**src/rtl/mem_bus_unit_pkg.sv**
```systemverilog
// Shared types for the 6502 memory bus unit: bus commands, bus FSM states and vector addresses.
package opcodes;

  typedef enum logic [1:0] {
    MEM_KEEP     = 2'd0,
    MEM_READ     = 2'd1,
    MEM_READNEXT = 2'd2,
    MEM_WRITE    = 2'd3
  } mem_mode_t;

  typedef enum logic [1:0] {
    IDLE = 2'd0,
    ACC0 = 2'd1,
    ACC1 = 2'd2,
    FIN  = 2'd3
  } bus_state_t;

  // Interrupt/reset vector locations, fetched by the decoder as MEM_READNEXT.
  localparam logic [15:0] VEC_NMI   = 16'hFFFA;
  localparam logic [15:0] VEC_RESET = 16'hFFFC;
  localparam logic [15:0] VEC_IRQ   = 16'hFFFE;

  localparam logic [7:0] ABORT_BYTE = 8'hFF;

  function automatic logic is_read(input mem_mode_t mode);
    return (mode == MEM_READ) || (mode == MEM_READNEXT);
  endfunction

endpackage

```
**src/rtl/mem_bus_unit_bus_timer.sv**
```systemverilog
// Wait-state counter for one bus byte; tc flags the edge on which the LIMIT-th wait occurs.
module bus_timer #(
  parameter int LIMIT = 16
) (
  input  logic CLK,
  input  logic RESET,
  input  logic clr,
  input  logic inc,
  output logic tc
);

  localparam int CW = (LIMIT < 2) ? 1 : $clog2(LIMIT);

  logic [CW-1:0] count;

  assign tc = inc && (count == CW'(LIMIT - 1));

  always_ff @(posedge CLK or negedge RESET) begin
    if (!RESET) begin
      count <= '0;
    end else if (clr) begin
      count <= '0;
    end else if (inc) begin
      count <= count + CW'(1);
    end
  end

endmodule

```
**src/rtl/mem_bus_unit.sv**
```systemverilog
// Memory bus unit: runs one decoder memory command per handshake against a byte-wide ready-based bus.
// Optional wait-state timeout with sticky bus_err when BUS_TIMEOUT_EN is defined.
module mem_bus_unit
  import opcodes::*;
#(
  parameter int TIMEOUT_CYCLES = 16
) (
  input  logic        CLK,
  input  logic        RESET,
  input  mem_mode_t   mem_mode,
  input  logic [15:0] addr_in,
  input  logic [7:0]  wdata,
  output logic [15:0] mem_addr,
  output logic        mem_rd,
  output logic        mem_wr,
  output logic [7:0]  mem_wdata,
  input  logic [7:0]  mem_rdata,
  input  logic        mem_ready,
  output logic [7:0]  MDR_curr,
  output logic [7:0]  MDR_next,
  output logic        busy,
  output logic        done
`ifdef BUS_TIMEOUT_EN
  ,
  output logic        bus_err
`endif
);

  bus_state_t  state, state_next;
  mem_mode_t   cmd_reg, cmd_next;
  logic [15:0] addr_next;
  logic        rd_next, wr_next, busy_next, done_next;
  logic [7:0]  wdata_next, mdr_curr_next, mdr_next_next;

  logic        ready_eff;
  logic [7:0]  byte_in;

`ifdef BUS_TIMEOUT_EN
  logic in_acc;
  logic timeout_tc;

  assign in_acc = (state == ACC0) || (state == ACC1);

  // Counter clears whenever the current byte finishes, so each byte gets a full budget.
  bus_timer #(.LIMIT(TIMEOUT_CYCLES)) u_bus_timer (
    .CLK   (CLK),
    .RESET (RESET),
    .clr   (!in_acc || mem_ready || timeout_tc),
    .inc   (in_acc && !mem_ready),
    .tc    (timeout_tc)
  );

  assign ready_eff = mem_ready || timeout_tc;
  assign byte_in   = (mem_ready) ? mem_rdata : ABORT_BYTE;

  always_ff @(posedge CLK or negedge RESET) begin
    if (!RESET) begin
      bus_err <= 1'b0;
    end else if (timeout_tc) begin
      bus_err <= 1'b1;
    end
  end
`else
  assign ready_eff = mem_ready;
  assign byte_in   = mem_rdata;
`endif

  always_ff @(posedge CLK or negedge RESET) begin
    if (!RESET) begin
      state     <= IDLE;
      cmd_reg   <= MEM_KEEP;
      mem_addr  <= 16'h0000;
      mem_rd    <= 1'b0;
      mem_wr    <= 1'b0;
      mem_wdata <= 8'h00;
      MDR_curr  <= 8'h00;
      MDR_next  <= 8'h00;
      busy      <= 1'b0;
      done      <= 1'b0;
    end else begin
      state     <= state_next;
      cmd_reg   <= cmd_next;
      mem_addr  <= addr_next;
      mem_rd    <= rd_next;
      mem_wr    <= wr_next;
      mem_wdata <= wdata_next;
      MDR_curr  <= mdr_curr_next;
      MDR_next  <= mdr_next_next;
      busy      <= busy_next;
      done      <= done_next;
    end
  end

  // Next values for the registered outputs; every output is a flop, so
  // strobes/done are computed one state ahead of the cycle they appear in.
  always_comb begin
    state_next    = state;
    cmd_next      = cmd_reg;
    addr_next     = mem_addr;
    rd_next       = mem_rd;
    wr_next       = mem_wr;
    wdata_next    = mem_wdata;
    mdr_curr_next = MDR_curr;
    mdr_next_next = MDR_next;
    busy_next     = busy;
    done_next     = 1'b0;

    unique case (state)
      IDLE: begin
        if (mem_mode != MEM_KEEP) begin
          cmd_next   = mem_mode;
          addr_next  = addr_in;
          rd_next    = is_read(mem_mode);
          wr_next    = (mem_mode == MEM_WRITE);
          busy_next  = 1'b1;
          state_next = ACC0;
          if (mem_mode == MEM_WRITE) begin
            wdata_next = wdata;
          end
        end
      end
      ACC0: begin
        if (ready_eff) begin
          if (is_read(cmd_reg)) begin
            mdr_curr_next = byte_in;
          end
          if (cmd_reg == MEM_READNEXT) begin
            addr_next  = mem_addr + 16'd1;
            state_next = ACC1;
          end else begin
            rd_next    = 1'b0;
            wr_next    = 1'b0;
            done_next  = 1'b1;
            state_next = FIN;
          end
        end
      end
      ACC1: begin
        if (ready_eff) begin
          mdr_next_next = byte_in;
          rd_next       = 1'b0;
          done_next     = 1'b1;
          state_next    = FIN;
        end
      end
      FIN: begin
        busy_next  = 1'b0;
        state_next = IDLE;
      end
      default: begin
        state_next = IDLE;
      end
    endcase
  end

endmodule
```
**config.mk**
```make
export PLATFORM = sky130hd
export DESIGN_NAME = mem_bus_unit
export DESIGN_NICKNAME = d
export VERILOG_FILES = /design/src/rtl/mem_bus_unit_pkg.sv /design/src/rtl/mem_bus_unit_bus_timer.sv /design/src/rtl/mem_bus_unit.sv
export SDC_FILE = /design/constraint.sdc
export NUM_CORES = 1
export LEC_CHECK = 0
export CORE_MARGIN = 5
export CORE_UTILIZATION = 49
export CTS_CLUSTER_SIZE = 24
export DETAILED_ROUTE_END_ITERATION = 8
export HOLD_SLACK_MARGIN = 0.02
export PLACE_DENSITY = 0.86
export SETUP_SLACK_MARGIN = 0.3
export SLEW_MARGIN = 20
export SYNTH_ARGS = -nofsm -noshare
export SYNTH_HDL_FRONTEND = slang
export SYNTH_SLANG_ARGS = --single-unit
```
**constraint.sdc**
```tcl
create_clock -name CLK -period 3.44 [get_ports CLK]
set_input_delay 0.688 -clock CLK [delete_from_list [all_inputs] [get_ports CLK]]
set_output_delay 0.688 -clock CLK [all_outputs]
set_load 0.05 [all_outputs]
```
==> results by group <==
Logic synthesis
  – Most used DFF post-synth: dfrtp_1
  – Cell variety after synth: 43
  – Share of flip-flops with an asynchronous set or reset: 100.0%
  – Mapped Area: 0.002442 mm2
  – Synth Register Bits: 48
  – Synth Net Count: 272
  – Ranking of synthesized cells by area: dfrtp_1 49%, mux2_2 10%, ha_1 5.1%
  – Post-synth EDFFs: 0
  – Mux cell area share after synthesis: 12.86%
  – Seq/Total Area, Yosys: 49.18%
  – Adder-Cell Fraction of Synth Area: 5.123%
  – Synth warnings: 0
  – Compound-Gate Fraction of Synth Area: 12.70%
  – Synth area leader: dfrtp_1
  – Post-Syn Instances: 225
  – Share of the synthesized area in the top cell type: 49.18%
  – Main combinational cell family by area after synthesis: simple AND/OR/NAND/NOR gates
  – Simple-gate share of the synthesized area: 16.96%
  – Xor and xnor area share after synthesis: 0%
  – Syn Area/Cell: 10.85 um2

Timing
  – Clock Skews: 0.003502 ns
  – Final setup fails: 0
  – Worst slew pin tran: 0.6207 ns
  – RSZ-0062 raised after global routing: false
  – Period minus WS final: 2.518 ns
  – Tcrit/Tclk final: 73.19%
  – TNS Setup: 0 ns
  – F_max: 0.3972 GHz
  – Endpoints failing hold: 0
  – Slew Limit Fails: 0
  – Rel. slew slack: 58.62%

Final layout
  – Reg with most FFs: mem_addr
  – Top library cells by usage in the layout, fill and taps aside: 79 x clkdlybuf4s50_1, 48 x dfrtp_1, 22 x mux2_2
  – # diodes: 0
  – Fill cells: 350
  – Share of layout cells above drive strength 1: 13.44%
  – Most common cell after layout, fill and taps aside: clkdlybuf4s50_1
  – Largest register FFs: 16
  – NumNets Final: 352
  – Layout area overhead: 40.73%

Global route
  – First-pass GRT wire length: 10260 um
  – Largest net degree at the start of global routing: 49
  – Initial antenna violation count: 0
  – Vias in the first global route: 2047
  – GRT Overall Usage: 20.10%
  – Global route overflow: 0

CTS
  – CTS resizes: 0
  – Clock transition at path regs: 0.09 ns
  – CTS Buffer Depth: 2
  – Later-pin clock latency in the skew report: 0.30 ns
  – H-tree level count: 2
  – Post-CTS Setup Bufs: 0
  – Root Driver: clkbuf_8
  – Num CTS Buffers: 5
  – Hold-fix buffers, CTS: 0
  – Clk sinks: 48
  – TritonCTS clock tree: built

Detailed routing
  – Via count: 2072
  – Total wire length: 6052 um
  – Routed len/inst: 16.27 um
  – DRC viols: 0
  – Post-DRT Antenna Nets: 0
  – Avg Vias per Cell: 5.570
  – DRT Pass-1 Iters: 4
  – DRT iter0 DRCs: 219

Floorplanning
  – Full die area: 0.006496 mm2
  – Die Ht: 80.60 um
  – Rows: 25
  – Core area: 0.004786 mm2
  – Initial core utilization: 51.03%
  – IO Pins: 81
  – Die X: 80.60 um

Critical path
  – Crit path launch: mem_mode[0]
  – Buf/Inv on CP: 2
  – Reg2reg setup slack: 1.15 ns
  – WP depth: 7
  – Top Family by Delay on Critical Path: simple AND/OR/NAND/NOR gates
  – Critical path type: input pin to flop
  – RR Endpoint: mem_addr[10]$_DFFE_PN0P_
  – Startpoint types: input pin
  – Worst path slowest cell: clkdlybuf4s50_1
  – CP endpoint: mem_addr[10]$_DFFE_PN0P_
  – Critical Path Fanout Max: 11
  – CP max stage delay: 0.54 ns
  – R2R Path Start: state[1]$_DFFE_PN0P_
  – Cells along the critical path: clkdlybuf4s50_1, inv_1, ha_1, and2_4, a211o_1, or4_1, and3_1
  – CP Capture Type: flop
  – Worst EP arrival: 2.71 ns
  – Worst Reg2Reg Path Length in Cells: 7
  – Worst path required time: 3.63 ns

Place
  – Gp weighted congestion: 0.8873
  – IO Port Bufs: 80
  – Dpl hpwl: 4467 um

Min path
  – Class of the worst hold path: input pin to async pin

Run
  – Maxcap violations: 0

Run status
  – Run status: complete, no violations
[cell families (layout without fill, tap and decap cells)]
kind of cell               after synthesis  count (layout)
AOI/OAI and AO/OA                       45              45
adders and majority gates               10              10
buffers and inverters                   19              99
DFF                                     48              48
muxes                                   28              28
and+or+nand+nor                         75              75
[per-layer routing]
layer / vias up / share of wire [%] / global-route usage [%] / routed length (um)
li1: 987 / - / - / -
met1: 986 / 41 / 26.05 / 2453
met2: 94 / 46 / 31.29 / 2800
met3: 5 / 12 / 8.408 / 740
met4: 0 / 0.94 / 4.561 / 57
met5: - / 0 / 0 / 0
[cells in the mapped netlist (3+ instances only)]
library cell	instances
nor2_1	14
a21oi_1	11
o21ai_0	7
nand3_1	10
o32ai_1	5
and4_1	6
mux2_2	22
inv_1	8
nor2b_1	3
nand4_1	5
nor3_1	5
nand2_1	17
a211oi_1	3
buf_2	5
mux2_1	5
ha_1	10
a2bb2oi_1	4
dfrtp_1	48
o22ai_1	4
clkbuf_1	3
and3_1	3
[cell type report]
class	instances	area (um2)	area share, %
multi-input combinational	158	1169	34.00
clock inverter	2	60.06	1.747
inverter	9	33.78	0.9829
sequential	48	1201	34.95
tap	67	83.83	2.439
timing repair buffer	83	820.8	23.88
clock buffer	5	68.82	2.002
[worst min-delay path by stage]
stage / to / cells past startpoint / slack [ns]
2_1_floorplan: MDR_curr[0]$_DFFE_PN0P_ / 0 / 0.39
3_3_place_gp: MDR_curr[7]$_DFFE_PN0P_ / 1 / 0.47
3_5_place_dp: MDR_curr[3]$_DFFE_PN0P_ / 1 / 0.48
4_1_cts: MDR_curr[3]$_DFFE_PN0P_ / 1 / 0.50
5_1_grt: done$_DFF_PN0_ / 1 / 0.45
6_report: mem_addr[15]$_DFFE_PN0P_ / 1 / 0.39
[metrics by stage]
step | cells | instance area, um2 | hold slack (ns) | util, % | setup slack (ns)
4_1_cts | 372 | 3435 | 0.5015 | 71.76 | 0.9160
6_report | 372 | 3437 | 0.3870 | 71.82 | 0.9224
5_1_grt | 372 | 3437 | 0.4456 | 71.82 | 0.8024
3_5_place_dp | 365 | 3306 | 0.4809 | 69.07 | 0.5946
3_3_place_gp | 365 | 3306 | 0.4727 | 69.07 | 0.6452
2_1_floorplan | 225 | 2442 | 0.3924 | - | 1.409
Power is left out: the tool's default activity adds up to more than one toggle a clock period on the data nets, which glitch-free logic cannot reach.
